`config.mk`:
```
export PLATFORM = sky130hd
export DESIGN_NAME = data_sync_tx
export DESIGN_NICKNAME = d
export VERILOG_FILES = /design/src/rtl/data_sync_tx.sv
export SDC_FILE = /design/constraint.sdc
export NUM_CORES = 1
export LEC_CHECK = 0
export CORE_UTILIZATION = 49
export DETAILED_ROUTE_END_ITERATION = 7
export GPL_TIMING_DRIVEN = 0
export PLACE_DENSITY_LB_ADDON = 0.2
export RECOVER_POWER = 100
export REMOVE_ABC_BUFFERS = 1
export SKIP_LAST_GASP = 1
export SYNTH_ARGS = -nofsm -noshare
export SYNTH_HDL_FRONTEND = slang
export SYNTH_SLANG_ARGS = --single-unit
```
`constraint.sdc`:
```
create_clock -name CLK -period 2.26 [get_ports CLK]
set_input_delay 0.452 -clock CLK [delete_from_list [all_inputs] [get_ports CLK]]
set_output_delay 0.452 -clock CLK [all_outputs]
set_load 0.02 [all_outputs]
```
`src/rtl/data_sync_tx.sv`:
```
// Source-side launcher for the multi-bit bus synchronizer: registers a word onto
// unsync_bus, qualifies it with bus_enable, then guards it. Option: DATA_SYNC_TX_ACK_EN.
module data_sync_tx #(
  parameter int DATA_WIDTH  = 8,
  parameter int EN_CYCLES   = 4,
  parameter int HOLD_CYCLES = 2
) (
  input  logic                  CLK,
  input  logic                  RST,
  input  logic [DATA_WIDTH-1:0] in_data,
  input  logic                  in_valid,
  output logic                  in_ready,
  output logic [DATA_WIDTH-1:0] unsync_bus,
  output logic                  bus_enable,
  output logic                  busy
`ifdef DATA_SYNC_TX_ACK_EN
  ,
  input  logic                  bus_ack
`endif
);

  typedef enum logic [1:0] {IDLE, LAUNCH, HOLD} state_t;

  localparam logic [7:0] EN_LOAD   = 8'(EN_CYCLES - 1);
  localparam logic [7:0] HOLD_LOAD = (HOLD_CYCLES == 0) ? 8'd0 : 8'(HOLD_CYCLES - 1);

  state_t     state;
  logic [7:0] cnt;
  logic       ack_ok;
  logic       hold_skip;

`ifdef DATA_SYNC_TX_ACK_EN
  logic ack_meta, ack_s, ack_hi, ack_done;

  always_ff @(posedge CLK or negedge RST) begin
    if (!RST) begin
      ack_meta <= 1'b0;
      ack_s    <= 1'b0;
    end else begin
      ack_meta <= bus_ack;
      ack_s    <= ack_meta;
    end
  end

  // Sticky pulse tracker: high seen, then low seen. Armed only outside IDLE.
  always_ff @(posedge CLK or negedge RST) begin
    if (!RST) begin
      ack_hi   <= 1'b0;
      ack_done <= 1'b0;
    end else if (state == IDLE) begin
      ack_hi   <= 1'b0;
      ack_done <= 1'b0;
    end else begin
      if (ack_s)           ack_hi   <= 1'b1;
      if (ack_hi && !ack_s) ack_done <= 1'b1;
    end
  end

  assign ack_ok    = ack_done;
  assign hold_skip = 1'b0;
`else
  assign ack_ok    = 1'b1;
  assign hold_skip = (HOLD_CYCLES == 0);
`endif

  assign in_ready = RST && (state == IDLE);
  assign busy     = (state != IDLE);

  always_ff @(posedge CLK or negedge RST) begin
    if (!RST) begin
      state      <= IDLE;
      cnt        <= 8'd0;
      unsync_bus <= '0;
      bus_enable <= 1'b0;
    end else begin
      case (state)
        IDLE: begin
          if (in_valid) begin
            unsync_bus <= in_data;
            bus_enable <= 1'b1;
            cnt        <= EN_LOAD;
            state      <= LAUNCH;
          end
        end
        LAUNCH: begin
          if (cnt != 8'd0) begin
            cnt <= cnt - 8'd1;
          end else begin
            bus_enable <= 1'b0;
            if (hold_skip) begin
              state <= IDLE;
            end else begin
              cnt   <= HOLD_LOAD;
              state <= HOLD;
            end
          end
        end
        HOLD: begin
          if (cnt != 8'd0)  cnt   <= cnt - 8'd1;
          else if (ack_ok)  state <= IDLE;
        end
        default: state <= IDLE;
      endcase
    end
  end

endmodule
```
# Word level (Yosys, flattened, before mapping)
# Index checks and enable logic that the tools add are counted.
[totals] regBits=19 inputBits=11 out_inout_bits=11 wordCells=32
[classes] add_sub_neg=1 n_eq_ne=6 muxes=11 reduce_logical=10
[ops] op="$mux W8" count=3
[ops] op="$pmux W8 S3" count=1
[ops] op="$reduce_and A3 Y1" count=3
[ops] op="$ne A2 B2 Y1 const B" count=4
[ops] op="$reduce_bool A8 Y1" count=1
[ops] op="$sub A8 B1 Y8 const B" count=1
[ops] op="$mux W2" count=3
[ops] op="$pmux W2 S3" count=1
[ops] op="$reduce_bool A2 Y1" count=2
[ops] op="$reduce_bool A3 Y1" count=1
[ops] op="$eq A2 B1 Y1 const B" count=1
[ops] op="$eq A2 B2 Y1 const B" count=1
[ops] op="$logic_not A2 Y1" count=1
[ops] op="$mux W1" count=2
[ops] op="$pmux W1 S2" count=1
[ops] op="$reduce_and A2 Y1" count=1
[ops] op="$logic_and A1 B1 Y1" count=1

# Depth between registers and ports, before layout
[depth] ltp_word=3 ltp_mapped=6 mapped_depth_nobuf=6

# Worst setup path after synthesis
# OpenSTA, ideal clock, no wires.
[synth_timing] kind="register -> register" startpoint="register state[0]" endpoint="register cnt[3]" setup_time_ns=0.078 arrival_ns=1.624 required_ns=2.182 path_slack_ns=0.559 path_stages_with_launch=7 n_path_buf=0 period_less_slack_ns=1.701 cell_sequence="dfrtp_1 -> inv_1 -> ha_1 -> nor2b_1 -> a311o_1 -> or3_1 -> a21oi_1"
[synth_via] elab_chain_len=3 elab_cells_between_ends=8 classes_between="eq/ne (4); mux (1); reduce/logical (3)"
[synth_rtl] item="from (decl)" line="27" rtl="state_t state;"
[synth_rtl] item="from (signal assigned)" line="71" rtl="state <= IDLE;"
[synth_rtl] item="from (signal assigned)" line="82" rtl="state <= LAUNCH;"
[synth_rtl] item="from (signal assigned)" line="91" rtl="state <= IDLE;"
[synth_rtl] item="$eq A2 B2 Y1, or another cell as far along" line="76" rtl="case (state)"
[synth_rtl] item="$ne A2 B2 Y1 (no source line) / $reduce_bool A3 Y1 (equally long branches)"
[synth_rtl] item="$reduce_and A3 Y1 (no source line)"
[synth_rtl] item="to (signal assigned)" line="87" rtl="cnt <= cnt - 8'd1;"
[synth_rtl] item="to (signal assigned)" line="99" rtl="if (cnt != 8'd0) cnt <= cnt - 8'd1;"
[synth_rtl] item="to (decl)" line="28" rtl="logic [7:0] cnt;"
# Parallel ways exist; a longest one is shown, timed or not.
# A chain may end at the register's enable or synchronous reset.

# Worst setup path in the final report
[layout_timing] startpoint="register state[0]" endpoint="output port in_ready"
[layout_via] elab_chain_len=2
[layout_rtl] item="$logic_not A2 Y1" line="66" rtl="assign in_ready = RST && (state == IDLE);"
[layout_rtl] item="$logic_and A1 B1 Y1" line="66"
[layout_rtl] item="to (decl)" line="12" rtl="output logic in_ready,"
# Every way passes these cells.

==> impl_metrics.csv <==
group,metric,value,unit
synthesis,yosysTopAreaCellShare,46.34,%
timing,maxSlewHeadroom,62.50,%
detailed_routing,wl,2256,µm
pwr,p_leak,0.5636,nW
floorplan,dieHeight,47.76,µm
clocking,cts_tree,"done",
synthesis,syn_inst,95,
detailed_routing,drt_iter0_drc,30,
placed_design,dpl.hpwl,1674,µm
worst_setup_path,crit_required,1.81,ns
placed_design,placed_area,1270,µm²
outcome,outcome,"completed",
synthesis,synth_warnings,0,
synthesis,synth-seq-cells,19,
floorplan,core_area,1962,µm²
cells_and_area,diodes,0,
synthesis,ys_seq_area_share,46.34,%
worst_setup_path,worst-path-max-fanout,6,
synthesis,synth.distinct_cells,31,
timing,final.setup.worst_slack,0.2420,ns
worst_setup_path,cp.arrival,1.57,ns
global_routing,grt_max_degree,21,
global_routing,grt_use_total,21.82,%
synthesis,yosysTopAreaCell,"dfrtp_1",
cells_and_area,drive_gt1_share,15.00,%
worst_setup_path,r2r_start,"state[0]",
clocking,cts_setup_buffers,0,
timing,tightest_slew,0.5595,ns
synthesis,ys_top_cells_by_count,"dfrtp_1, mux2_2, nor2_1",
clocking,clockBufferDepth,2,
worst_setup_path,reg2reg_slack,0.35,ns
clocking,numCtsBuffers,3,
cells_and_area,area_delta_synth_final,25.85,%
worst_hold_path,hp-class,"primary input to async pin",
worst_setup_path,worstRegToRegCells,6,
timing,clock.fmax,495.5,MHz
worst_setup_path,worst_setup_path_start_kind,"register",
floorplan,ioPinCount,22,
synthesis,synthFlopType,"dfrtp_1",
worst_setup_path,timing.rr.end,"cnt[2]",
clocking,clk_latency,0.30,ns
worst_setup_path,crit_type,"register to primary output",
detailed_routing,drtAntennaViolNets,0,
timing,hold_violations,0,
floorplan,chipWidth,47.76,µm
clocking,htree_levels,1,
detailed_routing,routed_via_density,5.871,
pwr,peakVddDrop,856.7,µV
synthesis,synthTopCellsByArea,"dfrtp_1, mux2_2, ha_1",
timing,period_needed,2.018,ns
detailed_routing,drc_errors,0,
synthesis,synthArstFlopShare,100.0,%
worst_setup_path,cp-startpoint,"state[0]",
clocking,cts_hold_buf,0,
cells_and_area,nFillCells,180,
floorplan,rows,16,
cells_and_area,design_area,1291,µm²
placed_design,portBuffers,21,
floorplan,start_util,52.30,%
global_routing,antenna_found_initial,0,
global_routing,grt_pass1_wl,3360,µm
timing,slew_violations,0,
synthesis,synth_edf_count,0,
detailed_routing,dr.pass1.iters,4,
timing,rsz0062_at_grt,"false",
pwr,power.density,1433,nW/µm²
clocking,cts.reportedPaths.clkPinSlew,0.11,ns
run,drv_cap,0,
global_routing,grt_pass1_vias,740,
timing,final.period_utilization,89.29,%
placed_design,dp_slack,-0.5786,ns
detailed_routing,post_drt_wl_per_cell,15.35,µm
synthesis,synth.avg_cell_area,10.80,µm²
detailed_routing,dr_total_vias,863,
worst_setup_path,cp-end-kind,"primary output",
clocking,root_buffer,"clkbuf_4",
floorplan,dieArea,2281,µm²
global_routing,overflow,0,
clocking,cts_sinks,19,
timing,skew,0.002541,ns
cells_and_area,nets,138,
placed_design,place_congestion,0.8341,
synthesis,synth_area,1026,µm²
synthesis,synth_most_common_cell,"dfrtp_1",
timing,setup_viol,0,
[where the power goes]
group	total (mW)	switching (mW)	internal (mW)
combinational	1.10	0.616	0.480
clock	0.179	0.113	0.0661
sequential	0.575	0.0955	0.479
[critical path: stages (launching register included)]
cell           delay (ns)
dfrtp_1              0.42
inv_1                0.11
ha_1                 0.25
and2_1               0.15
dlygate4sd2_1        0.33
[how the worst max path moves through the flow]
stage,to,slack (ns),depth (start not counted)
after CTS,busy,0.07,4
after detailed placement,in_ready,-0.58,3
after global placement,in_ready,-0.58,3
after global routing,in_ready,0.14,4
final,in_ready,0.24,4
after floorplan,cnt[3],0.56,6
[stage by stage]
stage	setup TNS, ns	util, %	total power [mW]	cells	hold slack (ns)
after floorplan	0	-	1.332	95	0.1564
after CTS	0	66.14	1.898	147	0.2011
after detailed placement	-0.5786	64.73	1.719	143	0.4945
final	0	65.82	1.850	147	0.1778
after global routing	0	65.82	1.986	147	0.2181
after global placement	-0.5781	64.73	1.678	143	0.4862
[state kept, by name, summed over array words and instances (netlist names)]
signal / flops
cnt: 8
unsync_bus: 8
state: 2
bus_enable: 1
[routing by layer]
layer,GRT usage [%],up-vias,routed length (µm)
met5,0,-,0
met4,10.56,0,80
met3,4.528,11,83
met2,36.22,34,1154
met1,26.97,414,937
li1,-,404,-
[final cells by class]
type / count / area (µm²) / area share, %
Inverter: 6 / 22.52 / 1.744
Multi-Input combinational cell: 70 / 528.0 / 40.89
Sequential cell: 19 / 475.5 / 36.82
Clock buffer: 3 / 22.52 / 1.744
Clock inverter: 1 / 5.005 / 0.3876
Timing Repair Buffer: 21 / 203.9 / 15.79
Tap cell: 27 / 33.78 / 2.616
[what timing repair did]
action | 4_1_cts | 5_1_grt
setup endpoints to repair | 1 | 1
pin swaps | 0 | 0
gates resized for setup | 4 | 1
[cell usage in the layout (no fill, tap or decap), types with 2 or more instances in the layout]
master,Yosys,final
dfrtp_1,19,19
clkdlybuf4s50_1,0,9
dlygate4sd3_1,0,9
nor2_1,8,8
mux2_2,8,8
inv_1,6,6
o21ai_0,6,6
a21oi_1,6,6
ha_1,6,6
or3_1,5,5
nand2_1,4,4
a22o_1,3,3
clkbuf_4,0,3
a31o_2,2,2
a21boi_0,2,2
[kinds of logic after synthesis]
family,after synthesis,synth area share [%]
AOI/OAI and AO/OA,28,18.66
and+or+nand+nor,27,15.85
DFF,19,46.34
muxes,8,8.781
buffers and inverters,6,2.195
adders and majority gates,6,7.317
xor gates and xnor gates,1,0.8538
(Power assumes the default switching activity.)
